==> src/rtl/ahb_master_arbiter_if.sv <==
// One AHB-Lite link: a master-to-slave address/control/write-data path and its
// return path. Used for each master port and for the shared S0 port.
interface ahb_master_arbiter_if;
  logic [31:0] HADDR;
  logic [1:0]  HTRANS;
  logic        HWRITE;
  logic [2:0]  HSIZE;
  logic [2:0]  HBURST;
  logic [3:0]  HPROT;
  logic [31:0] HWDATA;
  logic        HMASTLOCK;
  logic [31:0] HRDATA;
  logic        HREADY;
  logic        HRESP;

  // Handshake: an address phase is accepted on a rising edge where HREADY=1
  // and HTRANS[1]=1; the data phase completes on the next edge with HREADY=1.
  modport master (
    output HADDR, HTRANS, HWRITE, HSIZE, HBURST, HPROT, HWDATA, HMASTLOCK,
    input  HRDATA, HREADY, HRESP
  );

  modport slave (
    input  HADDR, HTRANS, HWRITE, HSIZE, HBURST, HPROT, HWDATA, HMASTLOCK,
    output HRDATA, HREADY, HRESP
  );
endinterface

==> src/rtl/ahb_master_arbiter.sv <==
// Two-master AHB-Lite arbiter onto the S0 slave port. Hold-until-idle grant
// that respects HMASTLOCK; only the non-granted master is stalled.
module ahb_master_arbiter #(
  parameter bit DEFAULT_GRANT = 1'b0
) (
  input  logic                  HCLK,
  input  logic                  HRESETn,
  ahb_master_arbiter_if.slave   m0,
  ahb_master_arbiter_if.slave   m1,
  ahb_master_arbiter_if.master  s0,
  output logic                  HMASTER,
  output logic                  dbg_dphase_valid_o,
  output logic                  dbg_dphase_master_o
);

  typedef enum logic {OWN0 = 1'b0, OWN1 = 1'b1} grant_e;

  grant_e grant_q, grant_d;
  logic   dphase_valid_q, dphase_valid_d;
  logic   dphase_master_q, dphase_master_d;

  logic [1:0] owner_trans;
  logic       owner_lock;
  logic       other_req;

  always_ff @(posedge HCLK or negedge HRESETn) begin
    if (!HRESETn) begin
      grant_q         <= grant_e'(DEFAULT_GRANT);
      dphase_valid_q  <= 1'b0;
      dphase_master_q <= DEFAULT_GRANT;
    end else begin
      grant_q         <= grant_d;
      dphase_valid_q  <= dphase_valid_d;
      dphase_master_q <= dphase_master_d;
    end
  end

  always_comb begin
    grant_d         = grant_q;
    dphase_valid_d  = dphase_valid_q;
    dphase_master_d = dphase_master_q;

    owner_trans = (grant_q == OWN1) ? m1.HTRANS    : m0.HTRANS;
    owner_lock  = (grant_q == OWN1) ? m1.HMASTLOCK : m0.HMASTLOCK;
    other_req   = (grant_q == OWN1) ? m0.HTRANS[1] : m1.HTRANS[1];

    // The owner only lets go once its IDLE address phase is accepted, so it
    // never has a real data phase outstanding when the grant moves.
    if (s0.HREADY) begin
      dphase_valid_d  = s0.HTRANS[1];
      dphase_master_d = grant_q;
      if (!owner_trans[1] && !owner_lock && other_req) begin
        grant_d = (grant_q == OWN1) ? OWN0 : OWN1;
      end
    end
  end

  // Address-phase mux follows the current grant with no added latency.
  always_comb begin
    s0.HADDR     = m0.HADDR;
    s0.HTRANS    = m0.HTRANS;
    s0.HWRITE    = m0.HWRITE;
    s0.HSIZE     = m0.HSIZE;
    s0.HBURST    = m0.HBURST;
    s0.HPROT     = m0.HPROT;
    s0.HMASTLOCK = m0.HMASTLOCK;
    if (grant_q == OWN1) begin
      s0.HADDR     = m1.HADDR;
      s0.HTRANS    = m1.HTRANS;
      s0.HWRITE    = m1.HWRITE;
      s0.HSIZE     = m1.HSIZE;
      s0.HBURST    = m1.HBURST;
      s0.HPROT     = m1.HPROT;
      s0.HMASTLOCK = m1.HMASTLOCK;
    end
  end

  // Write data belongs to whoever owned the previous accepted address phase.
  always_comb begin
    s0.HWDATA = dphase_master_q ? m1.HWDATA : m0.HWDATA;
  end

  // Non-granted master sees a stall only while it is requesting.
  always_comb begin
    m0.HRDATA = s0.HRDATA;
    m1.HRDATA = s0.HRDATA;
    if (grant_q == OWN1) begin
      m1.HREADY = s0.HREADY;
      m1.HRESP  = s0.HRESP;
      m0.HREADY = ~m0.HTRANS[1];
      m0.HRESP  = 1'b0;
    end else begin
      m0.HREADY = s0.HREADY;
      m0.HRESP  = s0.HRESP;
      m1.HREADY = ~m1.HTRANS[1];
      m1.HRESP  = 1'b0;
    end
  end

  assign HMASTER             = grant_q;
  assign dbg_dphase_valid_o  = dphase_valid_q;
  assign dbg_dphase_master_o = dphase_master_q;

endmodule

==> src/flat_wrapper.sv <==
// flat-port wrapper written by rule: the top's interface ports become plain ports
module ahb_master_arbiter_flat 
#(
  parameter bit DEFAULT_GRANT = 1'b0
)
  (HCLK, HRESETn, HMASTER, dbg_dphase_valid_o, dbg_dphase_master_o, m0_HADDR, m0_HTRANS, m0_HWRITE, m0_HSIZE, m0_HBURST, m0_HPROT, m0_HWDATA, m0_HMASTLOCK, m0_HRDATA, m0_HREADY, m0_HRESP, m1_HADDR, m1_HTRANS, m1_HWRITE, m1_HSIZE, m1_HBURST, m1_HPROT, m1_HWDATA, m1_HMASTLOCK, m1_HRDATA, m1_HREADY, m1_HRESP, s0_HADDR, s0_HTRANS, s0_HWRITE, s0_HSIZE, s0_HBURST, s0_HPROT, s0_HWDATA, s0_HMASTLOCK, s0_HRDATA, s0_HREADY, s0_HRESP);
  ahb_master_arbiter_if m0_i ();
  ahb_master_arbiter_if m1_i ();
  ahb_master_arbiter_if s0_i ();
  input  logic HCLK;
  input  logic HRESETn;
  output logic HMASTER;
  output logic dbg_dphase_valid_o;
  output logic dbg_dphase_master_o;
  input wire logic [$bits(m0_i.HADDR)-1:0] m0_HADDR;
  input wire logic [$bits(m0_i.HTRANS)-1:0] m0_HTRANS;
  input wire logic [$bits(m0_i.HWRITE)-1:0] m0_HWRITE;
  input wire logic [$bits(m0_i.HSIZE)-1:0] m0_HSIZE;
  input wire logic [$bits(m0_i.HBURST)-1:0] m0_HBURST;
  input wire logic [$bits(m0_i.HPROT)-1:0] m0_HPROT;
  input wire logic [$bits(m0_i.HWDATA)-1:0] m0_HWDATA;
  input wire logic [$bits(m0_i.HMASTLOCK)-1:0] m0_HMASTLOCK;
  output wire logic [$bits(m0_i.HRDATA)-1:0] m0_HRDATA;
  output wire logic [$bits(m0_i.HREADY)-1:0] m0_HREADY;
  output wire logic [$bits(m0_i.HRESP)-1:0] m0_HRESP;
  input wire logic [$bits(m1_i.HADDR)-1:0] m1_HADDR;
  input wire logic [$bits(m1_i.HTRANS)-1:0] m1_HTRANS;
  input wire logic [$bits(m1_i.HWRITE)-1:0] m1_HWRITE;
  input wire logic [$bits(m1_i.HSIZE)-1:0] m1_HSIZE;
  input wire logic [$bits(m1_i.HBURST)-1:0] m1_HBURST;
  input wire logic [$bits(m1_i.HPROT)-1:0] m1_HPROT;
  input wire logic [$bits(m1_i.HWDATA)-1:0] m1_HWDATA;
  input wire logic [$bits(m1_i.HMASTLOCK)-1:0] m1_HMASTLOCK;
  output wire logic [$bits(m1_i.HRDATA)-1:0] m1_HRDATA;
  output wire logic [$bits(m1_i.HREADY)-1:0] m1_HREADY;
  output wire logic [$bits(m1_i.HRESP)-1:0] m1_HRESP;
  output wire logic [$bits(s0_i.HADDR)-1:0] s0_HADDR;
  output wire logic [$bits(s0_i.HTRANS)-1:0] s0_HTRANS;
  output wire logic [$bits(s0_i.HWRITE)-1:0] s0_HWRITE;
  output wire logic [$bits(s0_i.HSIZE)-1:0] s0_HSIZE;
  output wire logic [$bits(s0_i.HBURST)-1:0] s0_HBURST;
  output wire logic [$bits(s0_i.HPROT)-1:0] s0_HPROT;
  output wire logic [$bits(s0_i.HWDATA)-1:0] s0_HWDATA;
  output wire logic [$bits(s0_i.HMASTLOCK)-1:0] s0_HMASTLOCK;
  input wire logic [$bits(s0_i.HRDATA)-1:0] s0_HRDATA;
  input wire logic [$bits(s0_i.HREADY)-1:0] s0_HREADY;
  input wire logic [$bits(s0_i.HRESP)-1:0] s0_HRESP;
  assign m0_i.HADDR = m0_HADDR;
  assign m0_i.HTRANS = m0_HTRANS;
  assign m0_i.HWRITE = m0_HWRITE;
  assign m0_i.HSIZE = m0_HSIZE;
  assign m0_i.HBURST = m0_HBURST;
  assign m0_i.HPROT = m0_HPROT;
  assign m0_i.HWDATA = m0_HWDATA;
  assign m0_i.HMASTLOCK = m0_HMASTLOCK;
  assign m0_HRDATA = m0_i.HRDATA;
  assign m0_HREADY = m0_i.HREADY;
  assign m0_HRESP = m0_i.HRESP;
  assign m1_i.HADDR = m1_HADDR;
  assign m1_i.HTRANS = m1_HTRANS;
  assign m1_i.HWRITE = m1_HWRITE;
  assign m1_i.HSIZE = m1_HSIZE;
  assign m1_i.HBURST = m1_HBURST;
  assign m1_i.HPROT = m1_HPROT;
  assign m1_i.HWDATA = m1_HWDATA;
  assign m1_i.HMASTLOCK = m1_HMASTLOCK;
  assign m1_HRDATA = m1_i.HRDATA;
  assign m1_HREADY = m1_i.HREADY;
  assign m1_HRESP = m1_i.HRESP;
  assign s0_HADDR = s0_i.HADDR;
  assign s0_HTRANS = s0_i.HTRANS;
  assign s0_HWRITE = s0_i.HWRITE;
  assign s0_HSIZE = s0_i.HSIZE;
  assign s0_HBURST = s0_i.HBURST;
  assign s0_HPROT = s0_i.HPROT;
  assign s0_HWDATA = s0_i.HWDATA;
  assign s0_HMASTLOCK = s0_i.HMASTLOCK;
  assign s0_i.HRDATA = s0_HRDATA;
  assign s0_i.HREADY = s0_HREADY;
  assign s0_i.HRESP = s0_HRESP;
  ahb_master_arbiter #(.DEFAULT_GRANT(DEFAULT_GRANT)) u_core (.HCLK(HCLK), .HRESETn(HRESETn), .m0(m0_i), .m1(m1_i), .s0(s0_i), .HMASTER(HMASTER), .dbg_dphase_valid_o(dbg_dphase_valid_o), .dbg_dphase_master_o(dbg_dphase_master_o));
endmodule
==> config.mk <==
export PLATFORM = sky130hd
export DESIGN_NAME = ahb_master_arbiter_flat
export DESIGN_NICKNAME = d
export VERILOG_FILES = /design/src/rtl/ahb_master_arbiter_if.sv /design/src/rtl/ahb_master_arbiter.sv /design/src/flat_wrapper.sv
export SDC_FILE = /design/constraint.sdc
export NUM_CORES = 1
export LEC_CHECK = 0
export ABC_CLOCK_PERIOD_IN_PS = 1500
export BUFFER_PORTS_ARGS = -buffer_cell sky130_fd_sc_hd__buf_4
export CAP_MARGIN = 25
export CORE_AREA = 8 8 125 127
export DETAILED_ROUTE_END_ITERATION = 10
export DIE_AREA = 0 0 133 135
export HOLD_SLACK_MARGIN = 0.02
export PLACE_DENSITY = 0.49
export RECOVER_POWER = 25
export REMOVE_ABC_BUFFERS = 1
export SLEW_MARGIN = 20
export SYNTH_ARGS = -nofsm -noshare
export SYNTH_HDL_FRONTEND = slang
export SYNTH_SLANG_ARGS = --single-unit
==> constraint.sdc <==
create_clock -name HCLK -period 1.5 [get_ports HCLK]
set_input_delay 0.3 -clock HCLK [delete_from_list [all_inputs] [get_ports HCLK]]
set_output_delay 0.3 -clock HCLK [all_outputs]
set_load 0.05 [all_outputs]
==> run_summary.xml <==
<?xml version="1.0" encoding="UTF-8"?>
<metrics>
  <group name="status">
    <metric name="run_status" unit="">finished, violations left</metric>
    <metric name="violated_checks" unit="">setup timing</metric>
  </group>
  <group name="drt">
    <metric name="route.antenna.remaining_nets" unit="">0</metric>
    <metric name="totalWireLength" unit="mm">11.6</metric>
    <metric name="via_count" unit="">2062</metric>
    <metric name="viasPerCell" unit="">3.85</metric>
    <metric name="wire_per_inst" unit="um">21.7</metric>
    <metric name="dr.pass1.iters" unit="">4</metric>
    <metric name="drc" unit="">0</metric>
    <metric name="initialDrtViolationCount" unit="">34</metric>
  </group>
  <group name="timing">
    <metric name="final_worst_setup_slack" unit="ns">-0.232</metric>
    <metric name="grt_setup_unrepaired" unit="">yes</metric>
    <metric name="min_period_over_period" unit="%">115</metric>
    <metric name="timing.final.crit_period" unit="ns">1.73</metric>
    <metric name="worst_hold_slack" unit="ns">0.336</metric>
    <metric name="worst_slew_margin_rel" unit="%">84.9</metric>
    <metric name="fmax" unit="GHz">0.577</metric>
    <metric name="final_number_of_max_transition_violations" unit="">0</metric>
    <metric name="report.final.hold_viol_count" unit="">0</metric>
    <metric name="clock-skew-final" unit="ns">0.000679</metric>
    <metric name="setup-violations-final" unit="">82</metric>
    <metric name="max_slew.worst_pin.slew" unit="ns">0.224</metric>
  </group>
  <group name="final_layout">
    <metric name="mostFrequentLayoutCells" unit="">165 x sky130_fd_sc_hd__buf_4, 81 x sky130_fd_sc_hd__buf_6, 40 x sky130_fd_sc_hd__mux2_4, 39 x sky130_fd_sc_hd__mux2_2</metric>
    <metric name="areaGrowthSynthToFinish" unit="%">144</metric>
    <metric name="antenna-diode-count" unit="">0</metric>
    <metric name="drive_gt1_share" unit="%">96.3</metric>
    <metric name="postLayoutCoreUtil" unit="%">28.4</metric>
    <metric name="layout_commonest_cell" unit="">sky130_fd_sc_hd__buf_4</metric>
    <metric name="net_count_reported_at_finish" unit="">548</metric>
    <metric name="fillCellCount" unit="">1432</metric>
  </group>
  <group name="placed_design">
    <metric name="gp_routability_congestion" unit="">0.701</metric>
    <metric name="buffer_ports.inserted" unit="">244</metric>
    <metric name="dp.final_hpwl" unit="mm">9.81</metric>
  </group>
  <group name="global_routing">
    <metric name="grt_start_max_net_pins" unit="">20</metric>
    <metric name="first_global_vias" unit="">2412</metric>
    <metric name="grt_pass1_wl" unit="mm">15.9</metric>
    <metric name="gr-usage-all-layers" unit="%">11.7</metric>
    <metric name="antenna_found_initial" unit="">0</metric>
    <metric name="globalRoute.totalOverflow" unit="">0</metric>
  </group>
  <group name="setup_path">
    <metric name="worst_setup_path_end_kind" unit="">output pin</metric>
    <metric name="required_worst_endpoint" unit="ns">1.20</metric>
    <metric name="critical_setup_path_kind" unit="">reg2out</metric>
    <metric name="worst-endpoint-arrival" unit="ns">1.43</metric>
    <metric name="startpoint_class_of_the_critical_path" unit="">flop</metric>
    <metric name="cp_max_fo" unit="">16</metric>
  </group>
  <group name="die">
    <metric name="die_height" unit="um">135</metric>
    <metric name="horizontal_die_dimension" unit="um">133</metric>
    <metric name="io-pin-count" unit="">341</metric>
    <metric name="core.rowCount" unit="">43</metric>
    <metric name="core" unit="um2">13600</metric>
    <metric name="dieArea" unit="um2">18000</metric>
    <metric name="starting_utilization_of_the_core_area" unit="%">11.6</metric>
  </group>
  <group name="synthesis">
    <metric name="synth_area_leader_cell" unit="">sky130_fd_sc_hd__mux2_2</metric>
    <metric name="netlist_instances" unit="">169</metric>
    <metric name="synth.area.top_cells" unit="">sky130_fd_sc_hd__mux2_2 55%, sky130_fd_sc_hd__buf_4 30%, sky130_fd_sc_hd__dfrtp_1 4.7%, sky130_fd_sc_hd__buf_2 2.8%, sky130_fd_sc_hd__mux2_4 1.9%</metric>
    <metric name="synth.top_cell.area_share" unit="%">54.7</metric>
    <metric name="ys_seq_elements" unit="">3</metric>
    <metric name="synth_cell_types" unit="">15</metric>
    <metric name="synth.yosys.warnings" unit="">0</metric>
    <metric name="synth.avg_cell_area" unit="um2">9.38</metric>
    <metric name="syn_area" unit="um2">1590</metric>
    <metric name="ys_seq_area_share" unit="%">4.74</metric>
  </group>
  <group name="power_and_ir_drop">
    <metric name="power_density" unit="nW/um2">688</metric>
    <metric name="p_leak" unit="nW">1.90</metric>
    <metric name="worst_ir_drop_vdd" unit="V">0.000332</metric>
    <metric name="post-layout-total-power" unit="mW">2.66</metric>
  </group>
  <group name="clock_tree">
    <metric name="clock_tree.root_cell" unit="">sky130_fd_sc_hd__clkbuf_16</metric>
    <metric name="cts_tree" unit="">built</metric>
    <metric name="clock_latency" unit="ns">0.22</metric>
    <metric name="cts_inserted_buffers" unit="">3</metric>
    <metric name="clkSinkCount" unit="">3</metric>
    <metric name="cts.htree.levels" unit="">1</metric>
    <metric name="clk_pin_slew_worst_setup_hold_paths" unit="ns">0.03</metric>
    <metric name="clockBufferDepth" unit="">2</metric>
  </group>
  <group name="job">
    <metric name="max_cap_violations" unit="">0</metric>
  </group>
  <group name="worst_hold_path">
    <metric name="hp_class" unit="">in2reg</metric>
  </group>
</metrics>
synth_stat cells:
cell / number
sky130_fd_sc_hd__a211oi_1: 1
sky130_fd_sc_hd__and2_1: 1
sky130_fd_sc_hd__buf_2: 9
sky130_fd_sc_hd__buf_4: 64
sky130_fd_sc_hd__buf_6: 1
sky130_fd_sc_hd__dfrtp_1: 3
sky130_fd_sc_hd__inv_1: 2
sky130_fd_sc_hd__mux2_2: 77
sky130_fd_sc_hd__mux2_4: 2
sky130_fd_sc_hd__nand2_1: 1
sky130_fd_sc_hd__nand2b_1: 1
sky130_fd_sc_hd__nand3b_1: 1
sky130_fd_sc_hd__nor2b_1: 2
sky130_fd_sc_hd__nor4bb_1: 1
sky130_fd_sc_hd__o21ai_0: 3
through the flow:
| stage | instances | setup WS [ns] | cell area [um2] | TNS [ns] |
|---|---|---|---|---|
| finish | 535 | -0.232 | 3860 | -14.41 |
| CTS | 531 | -0.255 | 3790 | -15.06 |
| detailed placement | 522 | -0.0667 | 3170 | -0.0697 |
| global route | 535 | -0.273 | 3860 | -18.00 |
| global placement | 522 | -0.0380 | 3170 | -0.0380 |
| floorplan | 95 | -1.72 | 1050 | -71.75 |
what timing repair did:
action | in CTS | in global routing
pin swaps | 1 | 0
hold buffers | 1 | 0
gates cloned | 2 | 2
endpoints found under the hold margin | 3 | 0
setup endpoints to repair | 80 | 82
setup buffers | 2 | 3
resized for setup | 123 | 6
routing by layer:
metal / GRT usage [%] / share of wire [%] / wire, um
met1: 13.0 / 39 / 4590
met2: 16.3 / 39 / 4550
met3: 10.5 / 20 / 2320
met4: 1.20 / 0.72 / 84
met5: 4.08 / 0.73 / 85
kinds of logic after synthesis:
| kind of cell | count (synthesis) | synth area share (%) |
|---|---|---|
| simple gates | 7 | 2.92 |
| flops | 3 | 4.74 |
| compound gates | 4 | 1.42 |
| buf+inv | 76 | 34.3 |
| mux | 79 | 56.6 |
power breakdown:
group          switching, mW  internal [mW]
registers             0.0148         0.0906
logic                   1.14          0.998
clock network         0.0662          0.350
path summary, 6_finish.rpt:
kind	start	cells past startpoint	end	slack, ns
max in group asynchronous	HRESETn	2	u_core.HMASTER	0.90
setup / recovery	u_core.HMASTER	4	s0_HADDR[26]	-0.23
hold reg to reg	u_core.dbg_dphase_valid_o	1	u_core.dbg_dphase_valid_o	0.52
hold / removal	s0_HREADY	2	u_core.dbg_dphase_master_o	0.34
min in group asynchronous	HRESETn	2	u_core.dbg_dphase_valid_o	0.43
setup reg to reg	u_core.HMASTER	4	u_core.dbg_dphase_valid_o	0.07
worst max-delay path, stage by stage (launching register included):
cell                      delay [ns]
sky130_fd_sc_hd__dfrtp_2        0.41
sky130_fd_sc_hd__buf_12         0.12
sky130_fd_sc_hd__buf_12         0.15
sky130_fd_sc_hd__mux2_2         0.36
sky130_fd_sc_hd__buf_6          0.16
area by class of cell:
class	count	area, um2	share of cell area, %
Sequential cell	3	77.6	2.01
Multi-Input combinational cell	90	1130	29.3
Clock buffer	4	78.8	2.04
Tap cell	180	225	5.83
Timing Repair Buffer	256	2340	60.6
Inverter	2	7.51	0.194
sequential cells by signal, summed over array words and instances, names as in the netlist:
signal and count:
u_core.HMASTER 1, u_core.dbg_dphase_master_o 1, u_core.dbg_dphase_valid_o 1
Power figures use the tool's default switching activity.
